`src/rtl/led_pattern_gen.sv`:
```
// led_pattern_gen: LED-bar frame generator.
// Each frame-step strobe advances a WIDTH-bit pattern in one of four
// animations (fill/empty bar, bouncing dot, rotating dot, blink) and
// flags the end of every animation period with a one-cycle wrap pulse.
// A step that arrives with a different requested mode restarts the
// animation from an empty frame instead of advancing it.

module led_pattern_gen #(
   parameter int WIDTH      = 16,
   parameter int RESET_MODE = 0,
   parameter int MSB_FIRST  = 1
) (
   input  logic             clk,
   input  logic             rst_n,
   input  logic             fc,
   input  logic             en,
   input  logic [1:0]       mode,
   output logic [WIDTH-1:0] led,
   output logic             wrap,
   output logic [1:0]       cur_mode
);

   typedef enum logic [1:0] {
      MODE_FILL   = 2'd0,
      MODE_SCAN   = 2'd1,
      MODE_ROTATE = 2'd2,
      MODE_BLINK  = 2'd3
   } mode_t;

   typedef enum logic {
      DIR_FWD  = 1'b0,
      DIR_BACK = 1'b1
   } dir_t;

   localparam logic [1:0]       RESET_MODE_BITS = RESET_MODE[1:0];
   localparam mode_t            RESET_MODE_E    = mode_t'(RESET_MODE_BITS);
   localparam logic [WIDTH-1:0] MSB_ONE         = {1'b1, {(WIDTH-1){1'b0}}};
   localparam logic [WIDTH-1:0] ALL_ONES        = {WIDTH{1'b1}};
   localparam logic [WIDTH-1:0] ALL_ZERO        = {WIDTH{1'b0}};

   logic [WIDTH-1:0] f_q, f_d;
   dir_t             dir_q, dir_d;
   mode_t            cur_mode_q, cur_mode_d;
   logic             wrap_q, wrap_d;

   logic             step;
   mode_t            req_mode;

   assign step     = fc & en;
   assign req_mode = mode_t'(mode);

   // Next-frame computation: a step either restarts on a mode change or applies the running mode's rule
   always_comb begin
      f_d        = f_q;
      dir_d      = dir_q;
      cur_mode_d = cur_mode_q;
      wrap_d     = 1'b0;

      if (step) begin
         if (req_mode != cur_mode_q) begin
            cur_mode_d = req_mode;
            f_d        = ALL_ZERO;
            dir_d      = DIR_FWD;
         end else begin
            case (cur_mode_q)
               MODE_FILL: begin
                  if (dir_q == DIR_FWD) begin
                     if (f_q == ALL_ONES) begin
                        dir_d = DIR_BACK;
                        f_d   = f_q << 1;
                     end else begin
                        f_d = {1'b1, f_q[WIDTH-1:1]};
                     end
                  end else begin
                     if (f_q == ALL_ZERO) begin
                        dir_d = DIR_FWD;
                        f_d   = MSB_ONE;
                     end else begin
                        f_d = f_q << 1;
                     end
                  end
                  wrap_d = (f_d == ALL_ZERO);
               end

               MODE_SCAN: begin
                  if (f_q == ALL_ZERO) begin
                     f_d   = MSB_ONE;
                     dir_d = DIR_FWD;
                  end else if (dir_q == DIR_FWD) begin
                     if (f_q[0]) begin
                        dir_d = DIR_BACK;
                        f_d   = f_q << 1;
                     end else begin
                        f_d = f_q >> 1;
                     end
                  end else begin
                     if (f_q[WIDTH-1]) begin
                        dir_d = DIR_FWD;
                        f_d   = f_q >> 1;
                     end else begin
                        f_d = f_q << 1;
                     end
                  end
                  wrap_d = (f_q != ALL_ZERO) && (f_d == MSB_ONE);
               end

               MODE_ROTATE: begin
                  if (f_q == ALL_ZERO) begin
                     f_d = MSB_ONE;
                  end else begin
                     f_d = {f_q[0], f_q[WIDTH-1:1]};
                  end
                  wrap_d = (f_q != ALL_ZERO) && (f_d == MSB_ONE);
               end

               MODE_BLINK: begin
                  f_d    = (f_q == ALL_ZERO) ? ALL_ONES : ALL_ZERO;
                  wrap_d = (f_d == ALL_ZERO);
               end

               default: begin
                  f_d = f_q;
               end
            endcase
         end
      end
   end

   // State registers; reset clears the frame and reloads the power-up mode
   always_ff @(posedge clk or negedge rst_n) begin
      if (!rst_n) begin
         f_q        <= ALL_ZERO;
         dir_q      <= DIR_FWD;
         cur_mode_q <= RESET_MODE_E;
         wrap_q     <= 1'b0;
      end else begin
         f_q        <= f_d;
         dir_q      <= dir_d;
         cur_mode_q <= cur_mode_d;
         wrap_q     <= wrap_d;
      end
   end

   // Pin mapping: either straight through or bit-reversed so the bar grows from led[0]
   always_comb begin
      led = ALL_ZERO;
      for (int i = 0; i < WIDTH; i++) begin
         if (MSB_FIRST != 0) begin
            led[i] = f_q[i];
         end else begin
            led[i] = f_q[WIDTH-1-i];
         end
      end
   end

   assign wrap     = wrap_q;
   assign cur_mode = cur_mode_q;

endmodule

```
`config.mk`:
```
export PLATFORM = sky130hd
export DESIGN_NAME = led_pattern_gen
export DESIGN_NICKNAME = d
export VERILOG_FILES = /design/src/rtl/led_pattern_gen.sv
export SDC_FILE = /design/constraint.sdc
export NUM_CORES = 1
export LEC_CHECK = 0
export ABC_AREA = 0
export ABC_CLOCK_PERIOD_IN_PS = 2520
export CORE_MARGIN = 2
export CORE_UTILIZATION = 54
export CTS_BUF_LIST = sky130_fd_sc_hd__clkbuf_16
export DETAILED_ROUTE_END_ITERATION = 7
export GPL_TIMING_DRIVEN = 0
export PLACE_DENSITY = 0.8
export SLEW_MARGIN = 20
export SYNTH_ARGS = -nofsm -noshare
export SYNTH_HDL_FRONTEND = slang
export SYNTH_SLANG_ARGS = --single-unit
```
`constraint.sdc`:
```
create_clock -name clk -period 2.52 [get_ports clk]
set_input_delay 0.252 -clock clk [delete_from_list [all_inputs] [get_ports clk]]
set_output_delay 0.252 -clock clk [all_outputs]
set_load 0.05 [all_outputs]
```
==> results by group <==
Worst setup path
  – CP max FO: 10
  – R2R depth: 5
  – Worst Path Required: between 2 and 3 ns
  – Crit Path Class: reg -> reg
  – Crit path DAT: approximately 2.4 ns
  – Worst path slowest cell: nor3_1
  – Worst R2R Setup Slack: ~0.26 ns
  – CP endpoint kind: flop
  – Launching element type of the critical path: flop
  – RR Startpoint: cur_mode[1]$_DFFE_PN0P_
  – FF-to-FF End: led[0]$_DFFE_PN0P_
  – CP max stage delay: a little under 0.8 ns
  – Crit path cell chain: xor2_1 > nor3_1 > clkbuf_1 > o211ai_1 > nand3_1

Synth
  – Synth unique cells: around 40
  – Syn nets: about 190
  – Post-Syn Area: approximately 0.0016 mm²
  – Simple-Gate Fraction of Synth Area: about a fifth
  – Compound-gate portion of the synthesized area: approximately 28%
  – XOR/XNOR Fraction of Synth Area: under 10%
  – Post-synth EDFFs: 0
  – Most used flip-flop cell after synthesis: dfrtp_1
  – Adder-cell share of the synthesized area: roughly 3.0%
  – Number of synthesized register bits: 20
  – Synth Instances: ~180
  – Combinational family with the most area after synthesis: compound AO/OA/AOI/OAI gates
  – Share of synthesized flip-flops with an asynchronous set or reset: 100.0%
  – Ys Warns: 0
  – Sequential area share after synthesis: between 30% and 40%
  – Mux share of post-synthesis cell area: 9.292%
  – Syn avg cell area: 9.076 µm²

GRT
  – First-pass GRT wire length: about 7.3 mm
  – Total track usage: between 20 and 30%
  – Total gr overflow: 0
  – Largest net degree at the start of global routing: 21
  – Initial antenna violation count: 0
  – Via count of the first global-routing pass: roughly 1500

Detailed routing
  – First-pass DRT Iterations: 4
  – First DRT Iteration DRCs: between 70 and 80
  – Via count: around 1600
  – DR vias/cell: approximately 6.6
  – DRC Markers: 0
  – Detail Route Antenna Nets: 0
  – DR WL/cell: 18.07 µm
  – Overall routed net length: about 4.4 mm

Timing
  – Hold Vio Cnt, Final: 0
  – RSZ-0062 raised after global routing: false
  – Slew headroom: 36.67%
  – Worst-Margin Slew: about 0.94 ns
  – Fmax: between 400 and 500 MHz
  – # setup viols final: 0
  – Pins Over Slew Limit: 0
  – Setup ws final: ~0.26 ns
  – Min Tclk post-route: 2.256 ns
  – Setup TNS: 0 ns
  – Clk_skew: 0.001098 ns
  – Period utilization: 89.54%

Placed design
  – Gpl congestion: approximately 1
  – IO buf count: 24
  – Hpwl dp: 3.081 mm
  – Pre-CTS setup slack: 0.06055 ns

Floorplan
  – Initial Utilization: around 55%
  – Die Area: ~0.0035 mm²
  – Die Width: 59.16 µm
  – Die Y: approximately 60 µm
  – Core area: around 0.0030 mm²
  – Num ports: 25
  – Row count: 20

Finish
  – Final net count: 220
  – Layout cells sized above 1: between 10% and 20%
  – # diodes: 0
  – Syn-to-layout area delta: 21.93%

Power
  – Sequential share of power: approximately a quarter
  – Power Internal: approximately 960 µW
  – Sw Share: ~45%
  – Psw: 803.2 µW
  – LEAKAGE: 0.0008325 µW
  – Total power: about 1800 µW
  – Gate power share: between 50% and 60%
  – Clock power share: a little under a fifth
  – Max VDD drop: ~0.00040 V
  – P per Cell Area: slightly below 900 mW/mm²

CTS
  – Clock Path Buffers: 2
  – Post_cts resized: 0
  – Clock-pin slew on the worst setup and hold paths: approximately 0.060 ns
  – Hold Buf Count CTS: 0
  – CTS tree: built
  – Root buf cell: clkbuf_16
  – TritonCTS Buffers: 3
  – Depth of the CTS H-tree: 1
  – Sinks on Clock Net: 20
  – Worst-Skew Late Latency: 0.26 ns
  – Setup Fix Bufs, Post-CTS: 0

Run
  – Max Cap Violations: 0

Worst hold path
  – HP Class: in -> async

Outcome
  – Status: finished clean
## worst max-delay path, delay by kind of cell, from the launching register on
family | cells | cell delay [ns]
simple gates | 2 | 0.91
xor+xnor | 1 | 0.20
compound gates | 1 | 0.16
flops | 1 | 0.44
buf+inv | 1 | 0.47
## per-stage QoR
step / cells / hold WS [ns] / utilization [%] / cell area, µm²
floorplan: 181 / -0.04359 / - / 1643
detailed placement: 238 / 0.6483 / 64.62 / 1924
finish: 242 / 0.5108 / 67.27 / 2003
CTS: 242 / 0.5510 / 67.27 / 2003
global placement: 238 / 0.6213 / 64.62 / 1924
global route: 242 / 0.5987 / 67.27 / 2003
## logic make-up after synthesis
family / count (synthesis)
simple gates: 57
compound gates: 54
flops: 20
xor+xnor: 2
mux: 15
fa+ha+maj: 4
buf+inv: 29
## registers in the layout, indices dropped and copies added, names as in the netlist
name / cells
led: 16
dir_q: 1
wrap: 1
cur_mode: 2
## layer usage
layer	routed length [µm]	GRT usage [%]	part of all wire, %
met1	2015	39.67	46
met2	2014	41.11	46
met3	267	5.022	6.1
met4	75	12.34	1.7
met5	0	0	0
## power by group through the flow
stage | clock, µW | combinational (µW) | sequential [µW]
2_1_floorplan | 0 | 603 | 569
6_report | 333 | 1010 | 421
5_1_grt | 351 | 1090 | 429
4_1_cts | 340 | 998 | 421
3_3_place_gp | 0 | 984 | 423
3_5_place_dp | 0 | 991 | 426
## cell usage in the layout, fill, tap and decap left out, types with 3 or more instances in the layout
cell / n
a21oi_1: 6
a221o_1: 12
a32o_1: 14
buf_2: 10
clkbuf_1: 8
clkbuf_16: 3
clkdlybuf4s50_1: 24
dfrtp_1: 20
ha_1: 4
inv_1: 6
mux2i_1: 13
nand2_1: 21
nand3_1: 4
nand4_1: 6
nor2_1: 9
nor3_1: 6
nor4_4: 3
o21ai_0: 6
## cell type report
cell class	count	area, µm²
multi-input cells	132	998.5
fillers	262	974.7
flip-flops and latches	20	500.5
repair buffers	24	240.2
plain buffers	22	117.6
clock buffers	3	75.07
well taps	33	41.29
inverters	7	26.28
clock inverters	1	3.754
## Yosys cell counts (2+ instances only)
master,instances,area (µm²)
o211ai_1,2,15.01
nor3_1,6,30.03
nor2_1,9,33.78
buf_4,2,15.01
a21oi_1,6,30.03
buf_2,10,50.05
a32o_1,14,140.1
mux2_2,2,22.52
nor2b_2,2,17.52
inv_1,6,22.52
nand2_1,21,78.83
clkbuf_1,8,30.03
ha_1,4,50.05
nor4_4,3,63.81
o21ai_0,6,30.03
a221o_1,12,120.1
buf_6,2,22.52
xor2_1,2,17.52
mux2i_1,13,130.1
nand4_1,6,37.54
dfrtp_1,20,500.5
o21bai_1,2,15.01
nand3_1,4,20.02
o21ai_1,2,10.01
## worst max path at each step
stage	cells after the start	start	end	slack, ns
6_report	5	cur_mode[1]$_DFFE_PN0P_	led[0]$_DFFE_PN0P_	0.26
4_1_cts	5	cur_mode[1]$_DFFE_PN0P_	led[0]$_DFFE_PN0P_	0.30
5_1_grt	5	cur_mode[1]$_DFFE_PN0P_	led[0]$_DFFE_PN0P_	0.06
2_1_floorplan	8	cur_mode[0]$_DFFE_PN0P_	led[12]$_DFFE_PN0P_	0.33
3_5_place_dp	6	en	led[0]$_DFFE_PN0P_	0.06
3_3_place_gp	6	fc	led[0]$_DFFE_PN0P_	0.12
No activity file was read; power rests on OpenSTA's default activity.
